==> src/rtl/rad4_exact_div.sv <==
// Sequential radix-4 restoring divider: 2*WIDTH-bit dividend / WIDTH-bit divisor,
// two quotient bits per cycle, valid/ready on both sides.
module rad4_exact_div #(
  parameter int WIDTH = 16
) (
  input  logic               clk,
  input  logic               rst_n,
  input  logic               in_valid,
  output logic               in_ready,
  input  logic [2*WIDTH-1:0] dividend,
  input  logic [WIDTH-1:0]   divisor,
  output logic               out_valid,
  input  logic               out_ready,
  output logic [WIDTH-1:0]   quotient,
  output logic [WIDTH-1:0]   remainder,
  output logic               div_by_zero,
  output logic               overflow
);
  localparam int ITERS = WIDTH / 2;
  localparam int CW    = (ITERS > 1) ? $clog2(ITERS) : 1;

  typedef enum logic [1:0] {IDLE, CALC, DONE} state_t;

  state_t             state, state_nxt;
  logic [WIDTH-1:0]   dvsr;
  logic [WIDTH+1:0]   d3;
  logic [WIDTH-1:0]   dvd_lo;
  logic [CW-1:0]      cnt;

  logic               accept, zero_div, hi_ovf, last_iter;
  logic [WIDTH+1:0]   s, d1, d2, sub;
  logic [1:0]         q;
  logic [WIDTH-1:0]   r_next;

  assign in_ready  = (state == IDLE);
  assign out_valid = (state == DONE);
  assign accept    = in_valid && in_ready;
  assign zero_div  = (divisor == '0);
  assign hi_ovf    = (dividend[2*WIDTH-1:WIDTH] >= divisor);
  assign last_iter = (cnt == CW'(ITERS - 1));

  always_ff @(posedge clk or negedge rst_n) begin
    if (!rst_n) state <= IDLE;
    else        state <= state_nxt;
  end

  always_comb begin
    state_nxt = state;
    case (state)
      IDLE:    if (accept) state_nxt = (zero_div || hi_ovf) ? DONE : CALC;
      CALC:    if (last_iter) state_nxt = DONE;
      DONE:    if (out_ready) state_nxt = IDLE;
      default: state_nxt = IDLE;
    endcase
  end

  // Partial remainder lives in the remainder register while calculating;
  // it stays below the divisor, so the shifted window fits WIDTH+2 bits.
  always_comb begin
    s  = {remainder, dvd_lo[WIDTH-1:WIDTH-2]};
    d1 = {2'b00, dvsr};
    d2 = {1'b0, dvsr, 1'b0};
    if (s >= d3) begin
      q = 2'd3; sub = d3;
    end else if (s >= d2) begin
      q = 2'd2; sub = d2;
    end else if (s >= d1) begin
      q = 2'd1; sub = d1;
    end else begin
      q = 2'd0; sub = '0;
    end
    r_next = WIDTH'(s - sub);
  end

  always_ff @(posedge clk or negedge rst_n) begin
    if (!rst_n) begin
      quotient    <= '0;
      remainder   <= '0;
      div_by_zero <= 1'b0;
      overflow    <= 1'b0;
      dvsr        <= '0;
      d3          <= '0;
      dvd_lo      <= '0;
      cnt         <= '0;
    end else begin
      case (state)
        IDLE: if (accept) begin
          div_by_zero <= 1'b0;
          overflow    <= 1'b0;
          dvsr        <= divisor;
          d3          <= {2'b00, divisor} + {1'b0, divisor, 1'b0};
          cnt         <= '0;
          dvd_lo      <= dividend[WIDTH-1:0];
          if (zero_div) begin
            div_by_zero <= 1'b1;
            quotient    <= '1;
            remainder   <= dividend[WIDTH-1:0];
          end else if (hi_ovf) begin
            overflow    <= 1'b1;
            quotient    <= '1;
            remainder   <= dividend[WIDTH-1:0];
          end else begin
            quotient    <= '0;
            remainder   <= dividend[2*WIDTH-1:WIDTH];
          end
        end
        CALC: begin
          remainder <= r_next;
          quotient  <= {quotient[WIDTH-3:0], q};
          dvd_lo    <= {dvd_lo[WIDTH-3:0], 2'b00};
          cnt       <= cnt + CW'(1);
        end
        default: ;
      endcase
    end
  end
endmodule

==> config.mk <==
export PLATFORM = sky130hd
export DESIGN_NAME = rad4_exact_div
export DESIGN_NICKNAME = d
export VERILOG_FILES = /design/src/rtl/rad4_exact_div.sv
export SDC_FILE = /design/constraint.sdc
export NUM_CORES = 1
export LEC_CHECK = 0
export BUFFER_PORTS_ARGS = -buffer_cell sky130_fd_sc_hd__buf_2
export CORE_MARGIN = 3
export CORE_UTILIZATION = 50
export DETAILED_ROUTE_END_ITERATION = 8
export HOLD_SLACK_MARGIN = 0.08
export PLACE_DENSITY = 0.69
export SLEW_MARGIN = 20
export SYNTH_ARGS = -nofsm -noshare
export SYNTH_HDL_FRONTEND = slang
export SYNTH_SLANG_ARGS = --single-unit
==> constraint.sdc <==
create_clock -name clk -period 5.28 [get_ports clk]
set_clock_uncertainty 0.1 [all_clocks]
set_input_delay 0.528 -clock clk [delete_from_list [all_inputs] [get_ports clk]]
set_output_delay 0.528 -clock clk [all_outputs]
set_load 0.005 [all_outputs]
* Yosys cells after proc, flatten, opt, wreduce, memory -nomap -nowiden
Index checks and enable logic that the tools add are counted.
Widths: inputs -> output; s select.
** Storage, ports and cells
- Flip-flop bits (word level) :: 89
- Bits of input ports :: 52
- Output and inout bits :: 36
- Word-level logic and storage cells :: 56
** Cells by class
- Add/sub/neg operators :: 3
- $lt $le $gt $ge :: 4
- Equal/unequal tests :: 6
- Muxes and demuxes :: 26
- Reductions and logical operators :: 8
** Operator list (number)
- $mux 16 :: 10
- $pmux 16 s2 :: 3
- $add 16x17->18 :: 1
- $ge 18x16->1 :: 1
- $ge 18x17->1 :: 1
- $ge 18x18->1 :: 1
- $ge 16x16->1 :: 1
- $logic_not 16->1 :: 1
- $sub 16x16->16 :: 1
- $mux 2 :: 6
- $pmux 2 s3 :: 1
- $pmux 3 s2 :: 1
- $mux 1 :: 4
- $ne 2x1->1 const B :: 2
- $reduce_and 2->1 :: 2
- $add 3x1->3 const B :: 1
- $eq 3x3->1 const B :: 1
- $mux 3 :: 1
- $reduce_and 3->1 :: 1
- $eq 2x1->1 const B :: 1
- $eq 2x2->1 const B :: 1
- $logic_not 2->1 :: 1
- $ne 2x2->1 const B :: 1
- $reduce_bool 2->1 :: 1
- other kinds (2) :: 2

* Longest topological paths before layout
Gate-level depths: netlist (run 1).
- Word-level depth :: 6
- Mapped depth :: 20
- Gate-level depth less buffers :: 19

* Worst setup path after synthesis (run 1)
Ideal clock, no wire load.
- Path type :: reg2reg
- From :: reg remainder[0]
- To :: reg remainder[14]
- Library setup time :: 0.083 ns
- Data arrival time :: 3.864 ns
- Data required time :: 5.097 ns
- Slack :: 1.233 ns
- Cell stages (with the launch flop) :: 19
- Buffers on the path :: 1
- Period minus slack after synthesis :: 4.047 ns
- Cells stage by stage :: dfrtp_1 -> ha_1 -> o21ai_0 -> a31oi_1 -> o41a_1 -> o2111ai_1 -> a21o_1 -> buf_2 -> o21ai_0 -> o21a_1 -> fa_1 -> nor2b_1 -> o21ai_0 -> a21boi_0 -> o21ai_0 -> o21ai_0 -> a31oi_1 -> xor2_1 -> o21ai_0
** On the way
- Cells in the longest elaborated chain, start to end :: 6
- Elaborated cells on any way between the ends :: 8
- Those cells by class :: 1 x add/sub; 3 x order compare; 4 x mux
** RTL lines
- start, declared :: line 15 : output logic [WIDTH-1:0] remainder,
- start signal, assigned :: line 97 : remainder <= dividend[WIDTH-1:0];
- start signal, assigned :: line 101 : remainder <= dividend[WIDTH-1:0];
- start signal, assigned :: line 104 : remainder <= dividend[2*WIDTH-1:WIDTH];
- $ge 18x16->1 :: line 67 : end else if (s >= d1) begin
- $mux 16 :: line 67
- $mux 16 :: line 65 : end else if (s >= d2) begin
- $mux 16 :: line 63 : if (s >= d3) begin
- $sub 16x16->16 (*) :: line 72 : r_next = WIDTH'(s - sub);
- $pmux 16 s2 (*) :: line 86 : case (state)
Mark *: on every way between the ends. The rest lies on a longest branch, timed or not.
A chain may end at the register's enable or synchronous reset.

* Final worst setup path (run 1)
- From :: reg remainder[1]
- To :: reg remainder[14]
Same word-level chain as after synthesis.

==> results of run 1 <==
-- cell usage after synthesis, drive strengths merged (2+ instances only) --
cell type / count
o2111ai: 2
a21o: 13
dfrtp: 88
nand2: 105
xor2: 12
o221ai: 4
o2111a: 2
fa: 2
clkbuf: 28
or2: 2
buf: 6
nand3: 21
a211o: 5
a21oi: 39
a22o: 5
o22ai: 14
ha: 107
a31oi: 18
nor2b: 7
o41a: 2
nand4: 9
nor2: 65
nand2b: 8
mux2: 13
o21ai: 94
and4: 2
or3: 3
inv: 65
mux2i: 13
and3: 4
nor3: 11
o21a: 10
and2: 3
o31ai: 3
xnor2: 8
o21bai: 2
a211oi: 12
o211ai: 7
-- metrics by stage --
step / setup WS [ns] / util, % / hold slack [ns] / area (sq um) / cells
after floorplan: 1.23 / - / 0.132 / 7020 / 825
after global placement: 0.792 / 56.3 / 0.359 / 7600 / 1061
after detailed placement: 0.715 / 56.3 / 0.366 / 7600 / 1061
after CTS: 0.707 / 58.8 / 0.290 / 7950 / 1078
after global routing: 0.273 / 58.8 / 0.310 / 7950 / 1078
final: 0.719 / 58.8 / 0.296 / 7950 / 1078
-- state kept, by name, indices dropped and copies added (netlist names) --
signal / flops
quotient: 16
remainder: 16
div_by_zero: 1
dvd_lo: 16
overflow: 1
dvsr: 16
cnt: 3
d3: 17
state: 2
-- layer usage --
metal / track usage [%] / up-vias / wire [um]
li1: - / 3087 / -
met1: 36.7 / 2820 / 9060
met2: 34.7 / 172 / 8010
met3: 3.00 / 15 / 1060
met4: 6.77 / 0 / 264
met5: 0 / - / 0
-- cells by family (layout without fill, tap and decap cells) --
kind of cell	after synthesis	count (layout)	share of synthesized area, %
xor+xnor	21	21	2.81
fa+ha+maj	109	109	19.6
mux	26	26	3.94
compound gates	239	239	21.6
simple gates	243	243	15.2
buf+inv	99	176	5.49
flops	88	88	31.4
-- critical path: cells and delay by family (launching register included) --
kind | cells | cell delay, ns
AOI/OAI and AO/OA | 11 | 2.55
xor gates and xnor gates | 1 | 0.15
adders and majority gates | 3 | 0.96
DFF | 1 | 0.48
and+or+nand+nor | 2 | 0.22
-- cells in the final DEF (no fill, tap or decap), drive strengths merged, types with 14 or more instances in the layout --
cell   netlist  routed
nand3       21      21
o21ai       94      94
inv         65      68
buf          6      94
o22ai       14      14
a21oi       39      39
a31oi       18      18
dfrtp       88      88
nor2        65      65
nand2      105     105
ha         107     107
-- area by class of cell --
class                           instances  area (sq um)
Multi-Input combinational cell        638          4440
Tap cell                              176           220
Clock buffer                           10           239
Sequential cell                        88          2200
Timing Repair Buffer                   95           500
Fill cell                            1243          5560
Inverter                               65           244
Clock inverter                          6          97.6
-- worst min path at each step --
| stage | from | to | slack [ns] | cells past startpoint |
|---|---|---|---|---|
| 3_5_place_dp | d3[12] | d3[12] | 0.37 | 1 |
| 5_1_grt | dividend[1] | dvd_lo[1] | 0.31 | 2 |
| 6_report | dividend[1] | dvd_lo[1] | 0.30 | 2 |
| 2_1_floorplan | rst_n | cnt[0] | 0.13 | 0 |
| 4_1_cts | dividend[1] | dvd_lo[1] | 0.29 | 2 |
| 3_3_place_gp | d3[12] | d3[12] | 0.36 | 1 |
-- what timing repair did --
| action | in CTS | in global routing |
|---|---|---|
| hold buffers | 1 | 0 |
| endpoints found under the hold margin | 28 | 0 |
| setup buffers | 0 | 0 |
==> run metrics, run 1 <==
status finished clean; Reg clk slew, reported paths roughly 0.07 ns; Most common cell on crit path o21ai_0; Synth Net Count ~990; Fin. Hold Viols 0; Initial Utilization between 50% and 60%; CP startpoint remainder[1]; worst slew pin tran slightly above 0.9 ns; upper clock frequency limit about 220 MHz; vias per inst about 5.7; critical path peak fanout 16; worst setup path endpoint remainder[14]; antenna violations before repair 0; worst-skew pair later-pin latency approximately 0.36 ns; global route overflow 0; # DRC 0; Max Root-Sink Buffers 2; CTS Buf Count 9; die area 15,500 sq um; largest cells by area after synthesis dfrtp_1, ha_1, o21ai_0; clock tree root buffer cell clkbuf_16; slowest cell on the critical path dfrtp_1; PostCTS Resize Cnt 0; area share of the largest cell type after synthesis 31.4%; Total Neg Setup Slack 0 ns; CP startpoint kind register; Core Box Area between 10,000 and 15,000 sq um; Antenna diodes 0; clock sinks 88; synthesized cell area about 7000 sq um; Die Width 125 um; post-synth cell types 57; CTS tree yes; DR pass1 iterations 5; cell taking the most area after synthesis dfrtp_1; relative slew slack 37.7%; Worst R2R Setup Slack a little over 0.7 ns; Antenna Nets Post-Route 0; DRT iter0 DRCs around 470; Primary FF master, synth dfrtp_1; first-pass GRT wire length 29.4 mm; Post-synth EDFFs 0; CP arrival 4.74 ns; CTS H-Tree Depth 3; max incr delay on CP about 0.48 ns; fin. max-slew vios 0; max-cap viol count 0; CP Data Required Time approximately 5.5 ns; routed wire length between 15 and 20 mm; Routed wire per std cell 17.1 um; Vias about 6,000; overall fraction of global-route tracks in use a little under a quarter; largest net degree at the start of global routing between 70 and 80; Synth Register Bits between 80 and 90; Crit. End Element register; ys async rst share 100%; RD Place Congestion ~0.90; Seq/Total Area, Yosys a little under a third; Mapped Cells between 800 and 900; worst-case reg-to-reg path depth 17; crit path kind register to register; cell row count 42; count of final setup violators 0; Final period util a little under nine tenths; Cell Chain, Critical Path ha_1 > a211oi_1 > o2111a_1 > o21ai_0 > a211o_1 > a21oi_1 > nor2_1 > ha_1 > fa_1 > nor2b_1 > o21ai_0 > a21boi_0 > o21ai_0 > o21ai_0 > a31oi_1 > xor2_1 > o21ai_0; reg2reg end remainder[14]; Vert. Die Dim approximately 120 um; Area Growth Syn to Fin 13.1%; share of cells above drive strength 1 between 10% and 20%; top-level port count approximately 90; R2R Path Start remainder[1]; Avg Cell Area, Syn 8.51 sq um; clock period minus worst slack approximately 4.6 ns; port bufs 87; Hold Path Class primary input to register; number of global-route vias before repair between 5,000 and 6,000; Layout Nets 1,058; hpwl dp approximately 14 mm; synth warn 0; RSZ-0062 raised after global routing false
Power of run 1 is not shown: default switching activity piles up to over one toggle a cycle in this logic, so the estimate is an artifact.
==> inputs of run 2 (changes only) <==
--- a/config.mk
+++ b/config.mk
@@ -5,7 +5,7 @@
 export SDC_FILE = /design/constraint.sdc
 export NUM_CORES = 1
 export LEC_CHECK = 0
-export BUFFER_PORTS_ARGS = -buffer_cell sky130_fd_sc_hd__buf_2
+export BUFFER_PORTS_ARGS = -buffer_cell sky130_fd_sc_hd__buf_4
 export CORE_MARGIN = 3
 export CORE_UTILIZATION = 50
 export DETAILED_ROUTE_END_ITERATION = 8
==> run metrics, run 2 (synthesized netlist as in run 1, its figures left out) <==
status finished clean; Post-CTS Setup Bufs 0; DR pass1 iterations 5; CP startpoint dvd_lo[15]; antenna violations before repair 0; Total Neg Setup Slack 0 ns; cell row count 42; max incr delay on CP between 0.4 and 0.5 ns; routed wire length approximately 20 mm; CP Data Required Time between 5 and 6 ns; vias per inst just under 6; Reg clk slew, reported paths approximately 0.07 ns; first-pass GRT wire length around 32 mm; slowest cell on the critical path dfrtp_1; Area Growth Syn to Fin 15.7%; Vert. Die Dim 125 um; CTS tree yes; Initial Utilization around 52%; RSZ-0062 raised after global routing false; commonest non-fill, non-tap cell in the layout ha_1; relative slew slack between 40% and 50%; Die Width ~120 um; most frequent cells in the layout ha_1, nand2_1, o21ai_0, buf_4, dfrtp_1; Cell Chain, Critical Path inv_1 > ha_1 > nand2b_1 > a31oi_1 > o41a_1 > o2111ai_1 > a21o_1 > buf_4 > nand3_1 > o21ai_0 > o21ai_0 > ha_1 > or3_1 > nand3b_1 > and2_1 > a21oi_1 > a21oi_1 > xnor3_1 > o221ai_2; clock tree root buffer cell clkbuf_16; RD Place Congestion ~0.91; CP startpoint kind register; R2R Path Start dvd_lo[15]; Antenna Nets Post-Route 0; top-level port count slightly below 90; largest net degree at the start of global routing just over 70; area of the multi-input gates around 4400 sq um; fin. max-slew vios 0; FILL cells around 1,200; CTS Buf Count 9; PostCTS Resize Cnt 0; # DRC 0; Final period util between 80% and 90%; Routed wire per std cell between 15 and 20 um; Layout Nets between 1,000 and 1,500; count of final setup violators 0; Antenna diodes 0; FF+latch area ~2200 sq um; Hold-fix buffers, CTS 0; number of flip-flops under the largest register name 17; die area roughly 16,000 sq um; hpwl dp approximately 15 mm; upper clock frequency limit roughly 220 MHz; Layout Utilization around 60%; Fin. Hold Viols 0; Max Root-Sink Buffers 2; worst slew pin tran a little under 0.9 ns; CTS H-Tree Depth 3; Buf/Inv on CP 2; clock period minus worst slack 4.64 ns; critical path peak fanout 22; WHS 0.0879 ns; clock sinks 88; Crit path max-delay family compound AO/OA/AOI/OAI gates; crit path kind register to register; Vias ~6,300; DRT iter0 DRCs 499; max-cap viol count 0; global route overflow 0; Crit. End Element register; number of global-route vias before repair 6,066; share of cells above drive strength 1 14.9%; Biggest register d3; overall fraction of global-route tracks in use 25.6%; Hold Path Class primary input to async pin; worst-skew pair later-pin latency about 0.35 ns; Core Box Area ~14,000 sq um; port bufs 87; CP arrival roughly 4.8 ns
run 2: changes by cell type in the layout (fill, tap and decap cells not counted):
| cell | change |
|---|---|
| nand2b_2 | -1 |
| buf_2 | -86 |
| clkinv_4 | +1 |
| dlygate4sd3_1 | -1 |
| buf_4 | +85 |
| nand2b_4 | +1 |
| clkinvlp_4 | +1 |
| bufinv_16 | -1 |
| inv_6 | -1 |
run 2: final timing paths:
kind | endpoint | slack (ns) | cells after the start
setup / recovery | remainder[15] | 0.64 | 19
hold / removal | remainder[13] | 0.09 | 1
setup reg to reg | remainder[15] | 0.64 | 19
hold reg to reg | d3[9] | 0.38 | 2
max in group asynchronous | dvsr[1] | 3.96 | 2
min in group clk | dvd_lo[1] | 0.30 | 2
run 2: cell type report:
cell class              instances  share of cell area (%)
multi-input cells             638                    54.7
inverters                      65                    3.00
well taps                     176                    2.71
flip-flops and latches         88                    27.1
clock buffers                  10                    2.94
clock inverters                 6                   0.924
repair buffers                 93                    8.59
run 2: per-stage QoR:
stage | worst slack (ns) | area [sq um] | cells
after global placement | 0.827 | 7810 | 1060
after detailed placement | 0.681 | 7810 | 1060
after global routing | 0.263 | 8130 | 1076
after CTS | 0.673 | 8120 | 1076
after floorplan | 1.23 | 7020 | 825
final | 0.643 | 8130 | 1076
run 2: metal layers:
layer	GRT usage (%)	vias up	part of all wire (%)
met1	37.9	2964	48
met2	39.0	220	44
li1	-	3078	-
met5	0	-	0
met4	6.58	0	1.8
met3	4.20	18	6.2
run 2: worst reg2reg max path, cell delays in order, from the launching register on:
cell and delay, ns:
dfrtp_1 0.46, inv_1 0.13, ha_1 0.29, nand2b_1 0.07, a31oi_1 0.09, o41a_1 0.34, o2111ai_1 0.33, a21o_1 0.36
buf_4 0.29, nand3_1 0.09, o21ai_0 0.09, o21ai_0 0.11, ha_1 0.24, or3_1 0.36, nand3b_1 0.18, and2_1 0.24
a21oi_1 0.16, a21oi_1 0.10, xnor3_1 0.37, o221ai_2 0.16
Power of run 2 is left out for the same reason.
